===== src/rtl/local_bias_ctrl.sv =====
`default_nettype none
// ============================================================================
// Module      : local_bias_ctrl
// Description : Power sequencer and supply monitor for the multi-channel local
//               bias generator. It synchronises and debounces the supply-good
//               comparator flags, brings up the cascode bias, and then enables
//               the current-bias channels one step at a time. It latches supply
//               faults and drives the analog testbus (ATB) switch selects.
//
// Ports       : clk        - block clock
//               rst        - synchronous, active-high reset
//               pdb        - power-down bar, 0 forces OFF
//               vdd1p8_ok  - async comparator flag, 1.8 V supply in range
//               vdd0p8_ok  - async comparator flag, 0.8 V supply in range
//               vss_ok     - async comparator flag, ground in range
//               ch_en      - requested channel enables [N_CH]
//               atb_ena    - testbus request (bit0 vcas->atb0, bit1 ch->atb1)
//               atb_ch     - channel observed on atb1
//               vcas_en    - cascode bias enable
//               bias_en    - per-channel current-bias enables [N_CH]
//               atb0_en    - vcas -> atb0 switch
//               atb1_en    - channel -> atb1 switch
//               atb1_ch    - registered channel select for atb1
//               ready      - all requested channels up
//               fault      - sticky supply fault
//               state      - FSM state, for debug
//
// Revision    : 1.0 - initial release
// ============================================================================
module local_bias_ctrl #(
    parameter int  N_CH         = 4,
    parameter int  DEBOUNCE_CYC = 4,
    parameter int  SETTLE_CYC   = 8,
    parameter int  STEP_CYC     = 2,
    parameter int  FAULT_FILT   = 2,
    localparam int c_CH_W       = (N_CH > 1) ? $clog2(N_CH) : 1
) (
    input  logic              clk,
    input  logic              rst,
    input  logic              pdb,
    input  logic              vdd1p8_ok,
    input  logic              vdd0p8_ok,
    input  logic              vss_ok,
    input  logic [N_CH-1:0]   ch_en,
    input  logic [1:0]        atb_ena,
    input  logic [c_CH_W-1:0] atb_ch,
    output logic              vcas_en,
    output logic [N_CH-1:0]   bias_en,
    output logic              atb0_en,
    output logic              atb1_en,
    output logic [c_CH_W-1:0] atb1_ch,
    output logic              ready,
    output logic              fault,
    output logic [2:0]        state
);

    // One shared phase counter serves debounce, settle and step timing; it
    // only ever counts up to the last cycle of the longest phase.
    localparam int c_CNT_MAX = (DEBOUNCE_CYC > SETTLE_CYC) ?
                               ((DEBOUNCE_CYC > STEP_CYC) ? DEBOUNCE_CYC : STEP_CYC) :
                               ((SETTLE_CYC > STEP_CYC) ? SETTLE_CYC : STEP_CYC);
    localparam int c_CNT_W   = (c_CNT_MAX > 1) ? $clog2(c_CNT_MAX) : 1;
    localparam int c_FILT_W  = (FAULT_FILT > 1) ? $clog2(FAULT_FILT) : 1;

    localparam logic [c_CNT_W-1:0]  c_DEB_LAST    = c_CNT_W'(DEBOUNCE_CYC - 1);
    localparam logic [c_CNT_W-1:0]  c_SETTLE_LAST = c_CNT_W'(SETTLE_CYC - 1);
    localparam logic [c_CNT_W-1:0]  c_STEP_LAST   = c_CNT_W'(STEP_CYC - 1);
    localparam logic [c_FILT_W-1:0] c_FILT_LAST   = c_FILT_W'(FAULT_FILT - 1);
    localparam logic [c_CH_W-1:0]   c_IDX_LAST    = c_CH_W'(N_CH - 1);

    typedef enum logic [2:0] {
        S_OFF      = 3'd0,
        S_WAIT_SUP = 3'd1,
        S_CAS_UP   = 3'd2,
        S_CH_RAMP  = 3'd3,
        S_READY    = 3'd4,
        S_FAULT    = 3'd5
    } state_t;

    state_t              r_state;
    state_t              w_state_next;
    logic [c_CNT_W-1:0]  r_cnt;
    logic [c_CNT_W-1:0]  w_cnt_next;
    logic [c_CH_W-1:0]   r_idx;
    logic [c_CH_W-1:0]   w_idx_next;
    logic [c_FILT_W-1:0] r_filt;
    logic [c_FILT_W-1:0] w_filt_next;
    logic [N_CH-1:0]     r_bias;
    logic [N_CH-1:0]     w_bias_next;
    logic                w_sup_fail;

    logic [2:0]          r_sync_meta;
    logic [2:0]          r_sync;
    logic                w_sup_ok;

    logic                w_vcas_next;
    logic                w_atb_sel;
    logic                r_atb0;
    logic                r_atb1;
    logic [c_CH_W-1:0]   r_atb1_ch;

    // ------------------------------------------------------------------------
    // Supply flag synchronisers (2 flops per flag)
    // ------------------------------------------------------------------------
    always_ff @(posedge clk) begin
        if (rst) begin
            r_sync_meta <= '0;
            r_sync      <= '0;
        end else begin
            r_sync_meta <= {vss_ok, vdd0p8_ok, vdd1p8_ok};
            r_sync      <= r_sync_meta;
        end
    end

    assign w_sup_ok = &r_sync;

    // ------------------------------------------------------------------------
    // Sequencer next-state logic
    // ------------------------------------------------------------------------
    always_comb begin
        w_state_next = r_state;
        w_cnt_next   = r_cnt;
        w_idx_next   = r_idx;
        w_filt_next  = '0;
        w_bias_next  = r_bias;
        w_sup_fail   = 1'b0;

        // Fault filter: only consecutive bad samples count, one good sample
        // clears it. Outside the powered states it is held at zero.
        if ((r_state == S_CAS_UP) || (r_state == S_CH_RAMP) || (r_state == S_READY)) begin
            if (!w_sup_ok) begin
                if (r_filt == c_FILT_LAST) begin
                    w_sup_fail = 1'b1;
                end else begin
                    w_filt_next = r_filt + c_FILT_W'(1);
                end
            end
        end

        if (!pdb) begin
            w_state_next = S_OFF;
            w_cnt_next   = '0;
            w_idx_next   = '0;
            w_filt_next  = '0;
            w_bias_next  = '0;
        end else if (w_sup_fail) begin
            w_state_next = S_FAULT;
            w_cnt_next   = '0;
            w_idx_next   = '0;
            w_filt_next  = '0;
            w_bias_next  = '0;
        end else begin
            case (r_state)
                S_OFF: begin
                    w_state_next = S_WAIT_SUP;
                    w_cnt_next   = '0;
                    w_idx_next   = '0;
                    w_bias_next  = '0;
                end
                S_WAIT_SUP: begin
                    // A supply drop here only restarts the debounce window.
                    if (w_sup_ok) begin
                        if (r_cnt == c_DEB_LAST) begin
                            w_state_next = S_CAS_UP;
                            w_cnt_next   = '0;
                        end else begin
                            w_cnt_next = r_cnt + c_CNT_W'(1);
                        end
                    end else begin
                        w_cnt_next = '0;
                    end
                end
                S_CAS_UP: begin
                    if (r_cnt == c_SETTLE_LAST) begin
                        w_state_next   = S_CH_RAMP;
                        w_cnt_next     = '0;
                        w_idx_next     = '0;
                        w_bias_next[0] = ch_en[0];
                    end else begin
                        w_cnt_next = r_cnt + c_CNT_W'(1);
                    end
                end
                S_CH_RAMP: begin
                    // Each channel owns one step even when not requested, so
                    // ramp duration is independent of ch_en.
                    if (r_cnt == c_STEP_LAST) begin
                        w_cnt_next = '0;
                        if (r_idx == c_IDX_LAST) begin
                            w_state_next = S_READY;
                        end else begin
                            w_idx_next = r_idx + c_CH_W'(1);
                            for (int i = 0; i < N_CH; i++) begin
                                if (w_idx_next == c_CH_W'(i)) begin
                                    w_bias_next[i] = ch_en[i];
                                end
                            end
                        end
                    end else begin
                        w_cnt_next = r_cnt + c_CNT_W'(1);
                    end
                end
                S_READY: begin
                    w_bias_next = ch_en;
                end
                S_FAULT: begin
                    w_bias_next = '0;
                end
                default: begin
                    w_state_next = S_OFF;
                    w_cnt_next   = '0;
                    w_idx_next   = '0;
                    w_bias_next  = '0;
                end
            endcase
        end
    end

    always_ff @(posedge clk) begin
        if (rst) begin
            r_state <= S_OFF;
            r_cnt   <= '0;
            r_idx   <= '0;
            r_filt  <= '0;
            r_bias  <= '0;
        end else begin
            r_state <= w_state_next;
            r_cnt   <= w_cnt_next;
            r_idx   <= w_idx_next;
            r_filt  <= w_filt_next;
            r_bias  <= w_bias_next;
        end
    end

    // ------------------------------------------------------------------------
    // ATB switch selects
    // ------------------------------------------------------------------------
    // The switches are qualified with the enables that will be live after this
    // edge, so an ATB path never stays closed once its bias source turns off
    // (FAULT entry, pdb low). Requests still take one register stage.
    assign w_vcas_next = (w_state_next == S_CAS_UP) ||
                         (w_state_next == S_CH_RAMP) ||
                         (w_state_next == S_READY);

    // An out-of-range atb_ch matches no channel and leaves the switch open.
    always_comb begin
        w_atb_sel = 1'b0;
        for (int i = 0; i < N_CH; i++) begin
            if (atb_ch == c_CH_W'(i)) begin
                w_atb_sel = w_bias_next[i];
            end
        end
    end

    always_ff @(posedge clk) begin
        if (rst) begin
            r_atb0    <= 1'b0;
            r_atb1    <= 1'b0;
            r_atb1_ch <= '0;
        end else begin
            r_atb0    <= atb_ena[0] & w_vcas_next;
            r_atb1    <= atb_ena[1] & w_atb_sel;
            r_atb1_ch <= (w_state_next == S_OFF) ? '0 : atb_ch;
        end
    end

    // ------------------------------------------------------------------------
    // Outputs
    // ------------------------------------------------------------------------
    assign vcas_en = (r_state == S_CAS_UP) || (r_state == S_CH_RAMP) || (r_state == S_READY);
    assign bias_en = r_bias;
    assign ready   = (r_state == S_READY);
    assign fault   = (r_state == S_FAULT);
    assign state   = r_state;
    assign atb0_en = r_atb0;
    assign atb1_en = r_atb1;
    assign atb1_ch = r_atb1_ch;

endmodule
`default_nettype wire


===== config.mk =====
export PLATFORM = sky130hd
export DESIGN_NAME = local_bias_ctrl
export DESIGN_NICKNAME = d
export VERILOG_FILES = /design/src/rtl/local_bias_ctrl.sv
export SDC_FILE = /design/constraint.sdc
export NUM_CORES = 1
export LEC_CHECK = 0
export BUFFER_PORTS_ARGS = -buffer_cell sky130_fd_sc_hd__buf_4
export CORE_MARGIN = 5
export CORE_UTILIZATION = 56
export CTS_BUF_LIST = sky130_fd_sc_hd__clkbuf_2 sky130_fd_sc_hd__clkbuf_4 sky130_fd_sc_hd__clkbuf_8
export DETAILED_ROUTE_END_ITERATION = 12
export HOLD_SLACK_MARGIN = 0.08
export PLACE_DENSITY = 0.81
export REMOVE_ABC_BUFFERS = 1
export SLEW_MARGIN = 20
export SYNTH_ARGS = -nofsm -noshare
export SYNTH_HDL_FRONTEND = slang
export SYNTH_SLANG_ARGS = --single-unit
export TNS_END_PERCENT = 1

===== constraint.sdc =====
create_clock -name clk -period 2.5 [get_ports clk]
set_input_delay 0.125 -clock clk [delete_from_list [all_inputs] [get_ports clk]]
set_output_delay 0.125 -clock clk [all_outputs]
set_load 0.05 [all_outputs]

==> run metrics, run 1 <==
post-synthesis cell area=0.001348 mm2; Yosys cell types=45; Via density=5.704; initial antenna violation count=0; Final Critical Period=2.230 ns; number of nets in the layout=219; Cell Pwr Density=366.8 mW/mm2; antenna-violating nets left=0; largest net degree at the start of global routing=19; Critical Path Source Type=flop; clock sink count=23; final worst-path cycle share=0.8921; status=finished, final reports clean; Sequential Power Share=0.605; design area=0.001708 mm2; first-pass GRT wire length=5.630 mm; routed length per placed instance=14.69 um; TritonCTS clock tree=yes; uppermost routed layer=met4; clk_lat worst skew=0.32 ns; vias in the first global route=1,284; DP Area=0.001538 mm2; Clock Path Buffers=2; syn avg cell area=8.638 um2; Root Buffer=clkbuf_4; via count=1,272; met2 wire len=1.678 mm; worst setup slack after layout=0.2698 ns; Worst-Margin Slew=0.6668 ns; Leak=0.7229 nW; total grt overflow=0; Hold Violations, Final=0; Synth area leader=dfxtp_1; PostCTS Resize Cnt=0; sw frac=0.2474; GPL Wtd Cong=0.8269; Placed Cells=204; chip width=59.06 um; Final Non-Filler Cells=223; Combinational Power Share=0.114; CP required=2.71 ns; Die ar.=0.003487 mm2; Ys Warns=0; DRC=0; register area share after synthesis=0.3417; worst hold path class=primary input to flop; Hold-fix buffers, CTS=14; Post-CTS Setup Inserts=0; initial core utilization=0.5977; main area contributors after synthesis=dfxtp_1 (34%), ha_1 (9.3%), nor2b_1 (5.1%); GRT Overall Usage=0.2063; IO Port Bufs=27; Crit Path Max Fanout=14; Syn-to-layout area delta=26.74%; num ports=28; layout cell share with drive strength beyond 1=0.1907; Max-Cap Viols=0; DR pass1 iterations=4; Mapped Cells=156; Std-Cell Core Area=0.002255 mm2; clock share of power=0.281; RSZ-0062 raised after global routing=no; chip height=59.06 um; cts bufs inserted=3; pre-CTS WS=0.4977 ns; P_sw=0.0001550 W; Setup Viol. Count Final=0; Slew Viols, Final=0; metal3 WL=163 um; standard-cell row count=17; top-area cell type share of the netlist area=0.3417; Max rail drop VDD=0.0003253 V; maximum clock rate=0.4484 GHz; Worst setup EP type=flop; relative slew slack=0.5548; Max Clock Skew=0.01029 ns; Synth Register Bits=23; clock slew at reported path FFs=0.14 ns; CTS HTree Levels=1; Int Pwr=0.0004715 W; Crit Path Class=flop to flop; routed wire length=3.275 mm; M1 wire length=1.398 mm; drt first-iter violations=35; crit path DAT=2.44 ns; detailed placer's ending HPWL=2.372 mm
==> layer usage <==
metal / vias to the layer above / GRT usage
met2: 32 / 0.3722
li1: 631 / -
met3: 4 / 0.03050
met5: - / 0
met4: 0 / 0.06472
met1: 605 / 0.2490
==> worst max-delay path, cell delays in order, from the launching register on <==
cell           delay (ns)
dfxtp_1              0.70
nor3b_4              0.48
o211ai_1             0.23
nand3_1              0.13
nor2_1               0.04
dlygate4sd3_1        0.55
==> worst paths after layout <==
| kind | endpoint | slack, ns | startpoint | cells after the start |
|---|---|---|---|---|
| min | bias_en[1]$_SDFF_PP0_ | 0.21 | ch_en[1] | 4 |
| max reg2reg | state[1]$_SDFF_PP0_ | 0.27 | state[2]$_SDFF_PP0_ | 5 |
| max | state[1]$_SDFF_PP0_ | 0.27 | state[2]$_SDFF_PP0_ | 5 |
| min reg2reg | r_sync[2]$_SDFF_PP0_ | 0.46 | r_sync_meta[2]$_SDFF_PP0_ | 1 |
==> sequential cells by signal (all words and copies together) (netlist names) <==
register and cells:
r_idx 2, r_cnt 3, r_sync_meta 3, atb1_en 1
atb1_ch 2, r_sync 3, bias_en 4, state 3
atb0_en 1, r_filt 1
==> power groups by stage <==
| stage | Sequential, W | Combinational (W) | Clock, W |
|---|---|---|---|
| CTS | 0.000379 | 0.0000704 | 0.000177 |
| detailed placement | 0.000387 | 0.0000543 | 0 |
| global route | 0.000380 | 0.0000769 | 0.000201 |
| global placement | 0.000386 | 0.0000528 | 0 |
| finish | 0.000379 | 0.0000716 | 0.000176 |
| floorplan | 0.000393 | 0.0000176 | 0 |
==> cell usage after synthesis (all sizes together) <==
cell,count
nand3,2
and4bb,1
buf,5
nand3b,2
clkbuf,2
a21oi,6
o21ai,7
o2111a,1
nand4,3
o211ai,1
nor2,17
a32oi,1
a221oi,3
or3,1
a221o,2
nand4b,1
nor3,5
nand2,10
o221a,1
o211a,1
nor4,1
or2,1
o21a,2
a211oi,4
and3,3
o32ai,1
o22ai,1
and4b,1
a311oi,1
nand2b,4
nor2b,12
and2,1
or2b,1
dfxtp,23
inv,11
ha,10
a22o,2
mux2i,2
a2bb2oi,1
nor3b,1
and3b,1
==> metrics by stage <==
stage	setup TNS (ns)	hold WS, ns	util	total power, W
6_report	0	0.2098	0.7575	0.0006265
5_1_grt	0	0.2047	0.7564	0.0006581
4_1_cts	0	0.2108	0.7564	0.0006261
3_5_place_dp	0	0.3438	0.6820	0.0004411
3_3_place_gp	0	0.3355	0.6820	0.0004390
2_1_floorplan	-0.09666	0.1966	-	0.0004111
==> cell families after synthesis <==
group,count (synthesis),share of synthesized area
and+or+nand+nor,68,0.2906
AOI/OAI and AO/OA,35,0.1941
DFF,23,0.3417
buffers and inverters,18,0.06593
adders and majority gates,10,0.09285
muxes,2,0.01486
==> placed cells by master (no fill, tap or decap), drive strengths merged, types with 2 or more instances in the layout <==
cell	Yosys	routed
inv	11	11
a22o	2	2
o21a	2	2
nand4	3	3
nor2	17	17
dfxtp	23	23
mux2i	2	2
o21ai	7	7
a21oi	6	6
and3	3	3
nand3b	2	2
ha	10	10
a221oi	3	3
a221o	2	2
clkbuf	2	3
a211oi	4	4
dlygate4sd3	0	14
buf	5	27
nor3	5	5
nand2	10	10
nand2b	4	4
nand3	2	2
nor2b	12	12
==> cell type report <==
| type | instances | area, um2 |
|---|---|---|
| multi-input cells | 115 | 798.3 |
| fillers | 177 | 546.8 |
| flip-flops and latches | 23 | 460.4 |
| repair buffers | 41 | 342.8 |
| inverters | 11 | 41.29 |
| well taps | 28 | 35.03 |
| clock buffers | 3 | 22.52 |
| clock inverters | 1 | 5.005 |
| diodes | 1 | 2.502 |
No activity file was read; power rests on OpenSTA's default activity.
==> inputs of run 2 (changes only) <==
Settings changed: PLACE_DENSITY 0.81 to 0.9.
==> run 2 against run 1 <==
Die area did not move. Core utilization decreased by 1.4 points. Register-to-register slack lost 0.02 ns. Total power down 0.91%. Critical endpoint unchanged. Hold slack got worse by 0.13 ns. Global-route usage fell by 1.1 points. Final area fell by 1.9%.
==> run metrics, run 2 (same netlist as run 1, synthesis figures left out) <==
status=finished, final reports clean; DP Area=0.001538 mm2 (unchanged); TritonCTS clock tree=yes; commonest cells after routing, fill and taps aside=buf_4 (27), dfxtp_1 (23), nor2_1 (17); Die ar.=0.003487 mm2 (unchanged); GPL Wtd Cong=0.8425 (+1.9%); Post-CTS Setup Inserts=0 (unchanged); Crit Path Class=flop to flop; via count=1,263 (-0.71%); Setup Viol. Count Final=0 (unchanged); Syn-to-layout area delta=24.33%; Root Buffer=clkbuf_4; Crit Path Max Fanout=14 (unchanged); Crit-path slowest cell=dfxtp_1; most common cell after layout, fill and taps aside=buf_4; routed wire length=3.337 mm (+1.9%); initial antenna violation count=0 (unchanged); Crit path largest cell delay=0.71 ns (about the same); Hold-fix buffers, CTS=8 (-6); Std-Cell Core Area=0.002255 mm2 (unchanged); chip width=59.06 um (unchanged); drt first-iter violations=31 (-11%); chip height=59.06 um (unchanged); num ports=28 (unchanged); design area=0.001675 mm2 (-1.9%); standard-cell row count=17 (unchanged); detailed placer's ending HPWL=2.455 mm (+3.5%); vias in the first global route=1,242 (-3.3%); worst hold path class=primary input to flop; pre-CTS WS=0.4834 ns (-0.01425 ns); clk_lat worst skew=0.31 ns (about the same); ant diodes=0 (-1); number of nets in the layout=216 (-1.4%); DR pass1 iterations=4 (unchanged); Leak=0.7117 nW (-1.5%); largest net degree at the start of global routing=19 (unchanged); first-pass GRT wire length=5.423 mm (-3.7%); final worst-path cycle share=0.8995 (+0.007385); worst setup slack after layout=0.2513 ns (-0.01846 ns); relative slew slack=0.5836 (+0.02874); RSZ-0062 raised after global routing=no; CTS HTree Levels=1 (unchanged); GRT Overall Usage=0.1954 (-0.01090); Worst-Margin Slew=0.6238 ns (-0.04306 ns); Hold Violations, Final=0 (unchanged); Slew Viols, Final=0 (unchanged); crit path DAT=2.46 ns (+0.02 ns); antenna-violating nets left=0 (unchanged); Via density=5.767 (+1.1%); CP required=2.71 ns (about the same); total grt overflow=0 (unchanged); clock sink count=23 (unchanged); Clock Path Buffers=2 (unchanged); Largest register FFs=4 (unchanged); Cell Pwr Density=370.5 mW/mm2 (+1.0%); Max Clock Skew=0.004133 ns (-0.006158 ns); Critical Path Source Type=flop; cts bufs inserted=3 (unchanged); maximum clock rate=0.4447 GHz (-0.82%); IO Port Bufs=27 (unchanged); Max rail drop VDD=0.0003120 V (-4.1%); routed length per placed instance=15.24 um (+3.8%); initial core utilization=0.5977 (unchanged); CP Cell Sequence=nor3b_4 -> o211ai_1 -> nand3_1 -> nor2_1 -> dlygate4sd3_1; PostCTS Resize Cnt=0 (unchanged); layout cell share with drive strength beyond 1=0.1937 (+0.002996); DRC=0 (unchanged); Max-Cap Viols=0 (unchanged); Final Critical Period=2.249 ns (+0.01846 ns); clock slew at reported path FFs=0.13 ns (about the same); Worst setup EP type=flop
[run 2: cell count changes in the layout (fill, tap and decap cells not counted), sizes merged]
cell         delta
dlygate4sd3     -3
diode           -1
[run 2: worst paths after layout]
| path | depth (start not counted) | start | slack [ns] | to |
|---|---|---|---|---|
| hold / removal | 3 | atb_ch[1] | 0.08 | atb1_ch[1]$_SDFF_PP0_ |
| setup reg to reg | 5 | state[2]$_SDFF_PP0_ | 0.25 | state[1]$_SDFF_PP0_ |
| hold reg to reg | 1 | r_sync_meta[1]$_SDFF_PP0_ | 0.45 | r_sync[1]$_SDFF_PP0_ |
| setup / recovery | 5 | state[2]$_SDFF_PP0_ | 0.25 | state[1]$_SDFF_PP0_ |
[run 2: worst max-delay path, delay by kind of cell (launching register included)]
| kind | cells | cell delay, ns |
|---|---|---|
| buf+inv | 1 | 0.54 |
| simple gates | 3 | 0.66 |
| compound gates | 1 | 0.24 |
| flops | 1 | 0.71 |
[run 2: layout make-up]
type,instances,area (um2)
Multi-Input combinational cell,115,798.3
Clock inverter,1,5.005
Inverter,11,41.29
Sequential cell,23,460.4
Fill cell,167,579.3
Tap cell,28,35.03
Clock buffer,3,22.52
Timing Repair Buffer,38,312.8
[run 2: metrics by stage]
| step | hold slack [ns] | power (W) | TNS, ns | cells | util |
|---|---|---|---|---|---|
| after floorplan | 0.1966 | 0.0004111 | -0.09666 | 149 | - |
| after global placement | 0.3371 | 0.0004387 | 0 | 204 | 0.6820 |
| after detailed placement | 0.3564 | 0.0004416 | 0 | 204 | 0.6820 |
| after CTS | 0.08344 | 0.0006117 | 0 | 216 | 0.7297 |
| after global routing | 0.09152 | 0.0006437 | 0 | 219 | 0.7431 |
| final | 0.07582 | 0.0006208 | 0 | 219 | 0.7431 |
[run 2: power breakdown]
part | total [W] | leakage, nW | switching, W | internal (W)
registers | 0.000379 | 0.187 | 0.00000561 | 0.000373
logic | 0.0000680 | 0.507 | 0.0000326 | 0.0000354
clock network | 0.000174 | 0.0177 | 0.000114 | 0.0000597
[run 2: metal layers]
metal / global-route usage / routed length, um / vias up
li1: - / - / 626
met1: 0.2341 / 1347 / 574
met2: 0.3612 / 1685 / 57
met3: 0.02614 / 269 / 6
met4: 0.05178 / 34 / 0
met5: 0 / 0 / -
